[src/rtl/risc_pkg.sv]
// risc_pkg: shared widths, instruction field positions and fetch FSM encoding for the 16-bit RISC pipeline.
package risc_pkg;
    localparam int PC_W   = 16;
    localparam int REG_W  = 3;
    localparam int RS_LSB = 9;
    localparam int RT_LSB = 6;
    localparam int RD_LSB = 3;
    localparam logic [PC_W-1:0] NOP_ENC = 16'h0000;

    typedef enum logic [1:0] {BOOT, RUN, STALL, REDIRECT} state_e;

    function automatic logic [REG_W-1:0] reg_field(input logic [PC_W-1:0] instr, input int lsb);
        return instr[lsb +: REG_W];
    endfunction
endpackage

[src/rtl/hazard_detect.sv]
// hazard_detect: load-use comparator between the IF/ID source registers and a load in ID/EX.
module hazard_detect
    import risc_pkg::*;
(
    input  logic             i_valid,
    input  logic             i_mem_read,
    input  logic [REG_W-1:0] i_load_rt,
    input  logic [REG_W-1:0] i_rs,
    input  logic [REG_W-1:0] i_rt,
    output logic             o_hazard
);
    assign o_hazard = i_valid & i_mem_read & (i_load_rt == i_rs | i_load_rt == i_rt);
endmodule

[src/rtl/if_id_stage.sv]
// if_id_stage: PC, fetch FSM and IF/ID register with load-use stall, branch squash and miss freeze.
// State updates on the falling edge so the rising-edge stages see stable IF/ID outputs.
module if_id_stage
    import risc_pkg::*;
#(
    parameter logic [PC_W-1:0] RESET_PC  = 16'h0000,
    parameter logic [PC_W-1:0] NOP_INSTR = NOP_ENC
) (
    input  logic             clk,
    input  logic             rst_n,
    input  logic             hit,
    input  logic [PC_W-1:0]  imem_data,
    input  logic             branch_taken,
    input  logic [PC_W-1:0]  branch_target,
    input  logic             id_ex_mem_read,
    input  logic [REG_W-1:0] id_ex_rt,
    output logic [PC_W-1:0]  imem_addr,
    output logic [PC_W-1:0]  instr_out,
    output logic [PC_W-1:0]  adder_pc_out,
    output logic             valid_out,
    output logic [REG_W-1:0] rs_out,
    output logic [REG_W-1:0] rt_out,
    output logic [REG_W-1:0] rd_out,
    output logic             id_bubble,
    output logic             flush_out,
    output logic [PC_W-1:0]  stall_count
);
    state_e          r_state, w_next_state;
    logic [PC_W-1:0] r_pc, r_instr, r_adder_pc, r_stall_count, w_pc_plus2;
    logic            r_valid, w_hazard, w_branch, w_stall;

    hazard_detect u_hazard (
        .i_valid   (r_valid),
        .i_mem_read(id_ex_mem_read),
        .i_load_rt (id_ex_rt),
        .i_rs      (rs_out),
        .i_rt      (rt_out),
        .o_hazard  (w_hazard)
    );

    assign w_pc_plus2   = r_pc + 16'd2;
    // Branches are only honoured once the pipe is running; hazards only from RUN
    assign w_branch     = branch_taken & (r_state == RUN | r_state == STALL);
    assign w_stall      = w_hazard & (r_state == RUN) & ~w_branch;
    assign imem_addr    = r_pc;
    assign instr_out    = r_instr;
    assign adder_pc_out = r_adder_pc;
    assign valid_out    = r_valid;
    assign stall_count  = r_stall_count;
    assign rs_out       = reg_field(r_instr, RS_LSB);
    assign rt_out       = reg_field(r_instr, RT_LSB);
    assign rd_out       = reg_field(r_instr, RD_LSB);

    always_ff @(negedge clk or negedge rst_n) begin
        if (!rst_n) r_state <= BOOT;
        else if (hit) r_state <= w_next_state;
    end

    always_comb begin
        w_next_state = w_branch ? REDIRECT : (w_stall ? STALL : RUN);
    end

    always_comb begin
        id_bubble = hit & w_stall;
        flush_out = hit & w_branch;
    end

    always_ff @(negedge clk or negedge rst_n) begin
        if (!rst_n) begin
            r_pc          <= RESET_PC;
            r_instr       <= NOP_INSTR;
            r_adder_pc    <= '0;
            r_valid       <= 1'b0;
            r_stall_count <= '0;
        end else if (hit) begin
            if (w_branch) begin
                r_pc       <= branch_target & ~16'd1;
                r_instr    <= NOP_INSTR;
                r_adder_pc <= '0;
                r_valid    <= 1'b0;
            end else if (w_stall) begin
                r_stall_count <= (&r_stall_count) ? r_stall_count : r_stall_count + 16'd1;
            end else begin
                r_pc       <= w_pc_plus2;
                r_instr    <= imem_data;
                r_adder_pc <= w_pc_plus2;
                r_valid    <= 1'b1;
            end
        end
    end
endmodule
[config.mk]
export PLATFORM = sky130hd
export DESIGN_NAME = if_id_stage
export DESIGN_NICKNAME = d
export VERILOG_FILES = /design/src/rtl/risc_pkg.sv /design/src/rtl/hazard_detect.sv /design/src/rtl/if_id_stage.sv
export SDC_FILE = /design/constraint.sdc
export NUM_CORES = 1
export LEC_CHECK = 0
export BUFFER_PORTS_ARGS = -buffer_cell sky130_fd_sc_hd__buf_2
export CAP_MARGIN = 15
export CORE_MARGIN = 8
export CORE_UTILIZATION = 49
export CTS_CLUSTER_SIZE = 28
export DETAILED_ROUTE_END_ITERATION = 8
export GPL_ROUTABILITY_DRIVEN = 0
export PLACE_DENSITY = 0.81
export SKIP_LAST_GASP = 1
export SYNTH_ARGS = -nofsm -noshare
export SYNTH_HDL_FRONTEND = slang
export SYNTH_HIERARCHICAL = 1
export SYNTH_SLANG_ARGS = --single-unit
[constraint.sdc]
create_clock -name clk -period 2.8 [get_ports clk]
set_input_delay 0.56 -clock clk [delete_from_list [all_inputs] [get_ports clk]]
set_output_delay 0.56 -clock clk [all_outputs]
set_load 0.03 [all_outputs]
# [Word-level counts from Yosys, hierarchy flattened]
# Cells that the tools add are included.
[totals] register_bits=67 in_bits=40
[op_classes] addsub=2 n_eq_ne=5 n_mux=9 bitwise=11 reduce_logical=3
[ops] operator="2-to-1 mux 16 bit" n=5
[ops] operator="adder 16 x 1 -> 16 bit, second input constant" n=1
[ops] operator="adder 16 x 2 -> 16 bit, second input constant" n=1
[ops] operator="AND reduction 16 bit" n=1
[ops] operator="AND 1 bit" n=7
[ops] operator="== test 3 bit" n=2
[ops] operator="2-to-1 mux 2 bit" n=2
[ops] operator="AND reduction 4 bit" n=1
[ops] operator="== test 2 x 1 -> 1 bit, second input constant" n=1
[ops] operator="== test 2 bit, second input constant" n=1
[ops] operator="2-to-1 mux 1 bit" n=2
[ops] operator="inequality test 2 bit, second input constant" n=1
[ops] operator="inverter 1 bit" n=2
[ops] operator="bitwise OR 1 bit" n=2
[ops] operator="AND reduction 2 bit" n=1

# [Depth between registers and ports, before layout]
[logic_depth] depth_word=7 depth_mapped=8 depth_no_buf=7

# [Cells and area by module]
# The synthesis kept the hierarchy.
[modules_own_cells] module="if_id_stage" instances=1 cells_each=290 area_per_inst_um2=3098.0 seq_area_each_um2=1651.6
[modules_own_cells] module="hazard_detect" instances=1 cells_each=10 area_per_inst_um2=71.3 seq_area_each_um2=0.0

==> key figures <==
Flow run
  • Max_cap viols: 0

Clocking
  • Total CTS buffers: 9
  • Clock Pin Slew Worst Setup and Hold Paths: 0.06 ns
  • Worst-Skew Late Latency: 0.35 ns
  • H-tree depth: 3
  • CTS Buffer Depth: 2
  • Clk root buf: clkbuf_8
  • Clk sinks: 66
  • CTS tree: built
  • Post-cts hold buffer count: 0

Synthesis
  • Post-synthesis cell type count: 43
  • Netlist Area Pre-Place: 3170 sq um
  • Post-synth ARST share: 1.00
  • Synth top area share: 0.521
  • EDFF count, synth: 0
  • Syn Inst Count: 300
  • Count leader, synth: dfrtn_1
  • List of most frequent post-synthesis cells: 66 x dfrtn_1, 26 x nand2_1, 24 x o21ai_0, 20 x xnor2_1
  • Main flop type after synthesis: dfrtn_1
  • Top post-synthesis cells by area: dfrtn_1 52%, xnor2_1 5.5%, a22o_1 4.7%, o21ai_0 3.8%, nand2_1 3.1%
  • Register area share after synthesis: 0.521
  • Syn Nets: 343
  • Post-Syn Area per Cell: 10.6 sq um
  • Synth warnings: 6
  • Post-synthesis register bit count: 66
  • Area leader, netlist: dfrtn_1

GRT
  • Aggregate global routing overflow: 0
  • Largest net degree at the start of global routing: 36
  • Global-route wire length before repair: 17.2 mm
  • Vias in the first global route: 3370
  • Initial antenna violation count: 2
  • Total track usage: 0.242

Cells and area
  • Register Area: 1650 sq um
  • Share of layout cells above drive strength 1: 0.544
  • Final #Nets: 563
  • Fillers: 220
  • Layout area overhead: 81.4%
  • Multi-input logic area: 1610 sq um

STA
  • Worst slew pin tran: 1.21 ns
  • Final Max Slew Viols: 0
  • Slew headroom: 0.188
  • Clock Skew: 0.0120 ns
  • RSZ-0062 raised after global routing: yes
  • # setup viols final: 141
  • Fin. Hold Viols: 0
  • Setup_tns: -54.01 ns
  • Final setup margin: -1.18 ns

Worst setup path
  • CP endpoint kind: output pin
  • Critical Path AT: 3.42 ns
  • CP max stage cell: dfrtn_1
  • Worst Path Buf+Inv: 2
  • WS Path Type: register to output pin
  • Top delay family on crit path: simple AND/OR/NAND/NOR gates
  • Reg2reg start: stall_count[2]
  • R2R Path End: stall_count[0]
  • Cells on worst reg2reg path: 8
  • Critical Path Max Stage Delay: 0.48 ns
  • CP Launch Type: register
  • WP data required: 2.24 ns
  • CP max FO: 2
  • Critical path, cell by cell: xnor2_1, nand3_2, a21oi_2, nand2_2, or3_4, inv_8, buf_6
  • R2R Setup Slk: 0 ns

Floorplan
  • I/O pin cnt: 116
  • Site row count: 29
  • CORE AREA: 6310 sq um
  • Die Y: 96.4 um
  • DIE WIDTH: 96.4 um
  • Starting density of the core: 0.502
  • DIE AREA: 9300 sq um

Power
  • Sequential Power Share: 0.310
  • Pwr Density: 762 nW/um^2
  • VDD IR-drop max: 0.000648 V
  • Clock Power Share: 0.192
  • P_int: 0.00259 W
  • Leak: 2.83 nW
  • Psw: 0.00180 W
  • Sw Share: 0.410
  • Comb pwr share: 0.498

Min path
  • Hold path depth: 1
  • Hold Path Origin: adder_pc_out[0]
  • Worst hold path class: register to register
  • Worst hold endpoint: adder_pc_out[0]

Outcome
  • Status: complete, but fails checks
  • Failing checks: setup timing

Drt
  • Routed Antenna Nets: 0
  • Number of remaining DRC errors: 0
  • Total Wirelength: 16.6 mm
  • Routed wire per std cell: 27.6 um
  • TritonRoute pass-1 iters: 6
  • Vias/cell: 6.62
  • DRT iter0 DRCs: 505
  • Via count: 3991

Place
  • I/O Buffers: 113
  • DP Worst Slack: -1.10 ns
  • Dpl hpwl: 7.13 mm
-- area by class of cell --
class                   count  share of cell area
inverters                   8             0.00653
diodes                      2            0.000871
clock buffers              10              0.0239
well taps                  77              0.0168
repair buffers            231               0.375
clock inverters             5             0.00958
multi-input cells         204               0.281
flip-flops and latches     66               0.287
-- layout by cell type (no fill, tap or decap), drive strengths merged, types with 2 or more instances in the layout --
master and instances:
inv 8, a21o 2, mux2 3, o21ai 25, clkinvlp 2, or3 2
nand3 17, and4 2, a21oi 4, dfrtn 66, or4 2, ha 3
nor4 10, nand2 26, buf 229, nor3b 4, a221o 5, o211ai 4
nand4 9, xnor2 20, nor3 8, diode 2, clkbuf 11, and3 4
clkinv 2, a22oi 5, a22o 17, nor2 10, xor2 10
-- sequential cells by signal (all words and copies together) (netlist names) --
register / cells
adder_pc_out: 16
imem_addr: 15
instr_out: 16
r_state: 2
stall_count: 16
valid_out: 1
-- routing by layer --
layer / share of wire / vias up / track usage
met1: 0.33 / 1899 / 0.304
met4: 0.074 / 2 / 0.136
li1: - / 1527 / -
met2: 0.48 / 426 / 0.382
met3: 0.12 / 137 / 0.0495
met5: 0.00078 / - / 0
-- worst max path at each step --
stage / start / endpoint / slack [ns] / depth (start not counted)
6_report: instr_out[6] / id_bubble / -1.18 / 7
5_1_grt: id_ex_rt[0] / stall_count[7] / -1.23 / 13
4_1_cts: instr_out[6] / id_bubble / -1.07 / 7
3_5_place_dp: id_ex_rt[1] / stall_count[5] / -1.10 / 9
3_3_place_gp: id_ex_rt[0] / stall_count[3] / -1.03 / 9
2_1_floorplan: instr_out[7] / id_bubble / -0.85 / 7
-- kinds of logic (layout without fill, tap and decap cells) --
group,count (synthesis),in the layout,share of synthesized area
simple gates,99,99,0.169
compound gates,67,67,0.150
flops,66,66,0.521
xor+xnor,30,30,0.0829
buf+inv,30,254,0.0497
mux,4,4,0.0138
fa+ha+maj,3,3,0.0118
other cells,1,3,0.00118
-- power by group through the flow --
stage	logic, W	clock network [W]	registers [W]
floorplan	0.000479	0	0.00172
global placement	0.00141	0	0.00129
detailed placement	0.00144	0	0.00130
CTS	0.00154	0.000794	0.00129
global route	0.00226	0.000881	0.00136
finish	0.00218	0.000841	0.00136
-- per-stage QoR --
step / power, W / hold slack [ns] / utilization / std cells / cell area, sq um
floorplan: 0.00219 / 0.426 / - / 300 / 3320
global placement: 0.00270 / 0.417 / 0.685 / 530 / 4320
detailed placement: 0.00274 / 0.425 / 0.685 / 530 / 4320
CTS: 0.00362 / 0.423 / 0.765 / 558 / 4830
global route: 0.00450 / 0.493 / 0.910 / 602 / 5750
finish: 0.00438 / 0.454 / 0.911 / 603 / 5750
-- timing repair --
action                     in CTS  in global routing
setup endpoints to repair     141                141
gates resized for setup        39                253
setup buffers                  10                 46
gates cloned                    3                  1
pin swaps                      12                 21
Power figures use the tool's default switching activity.
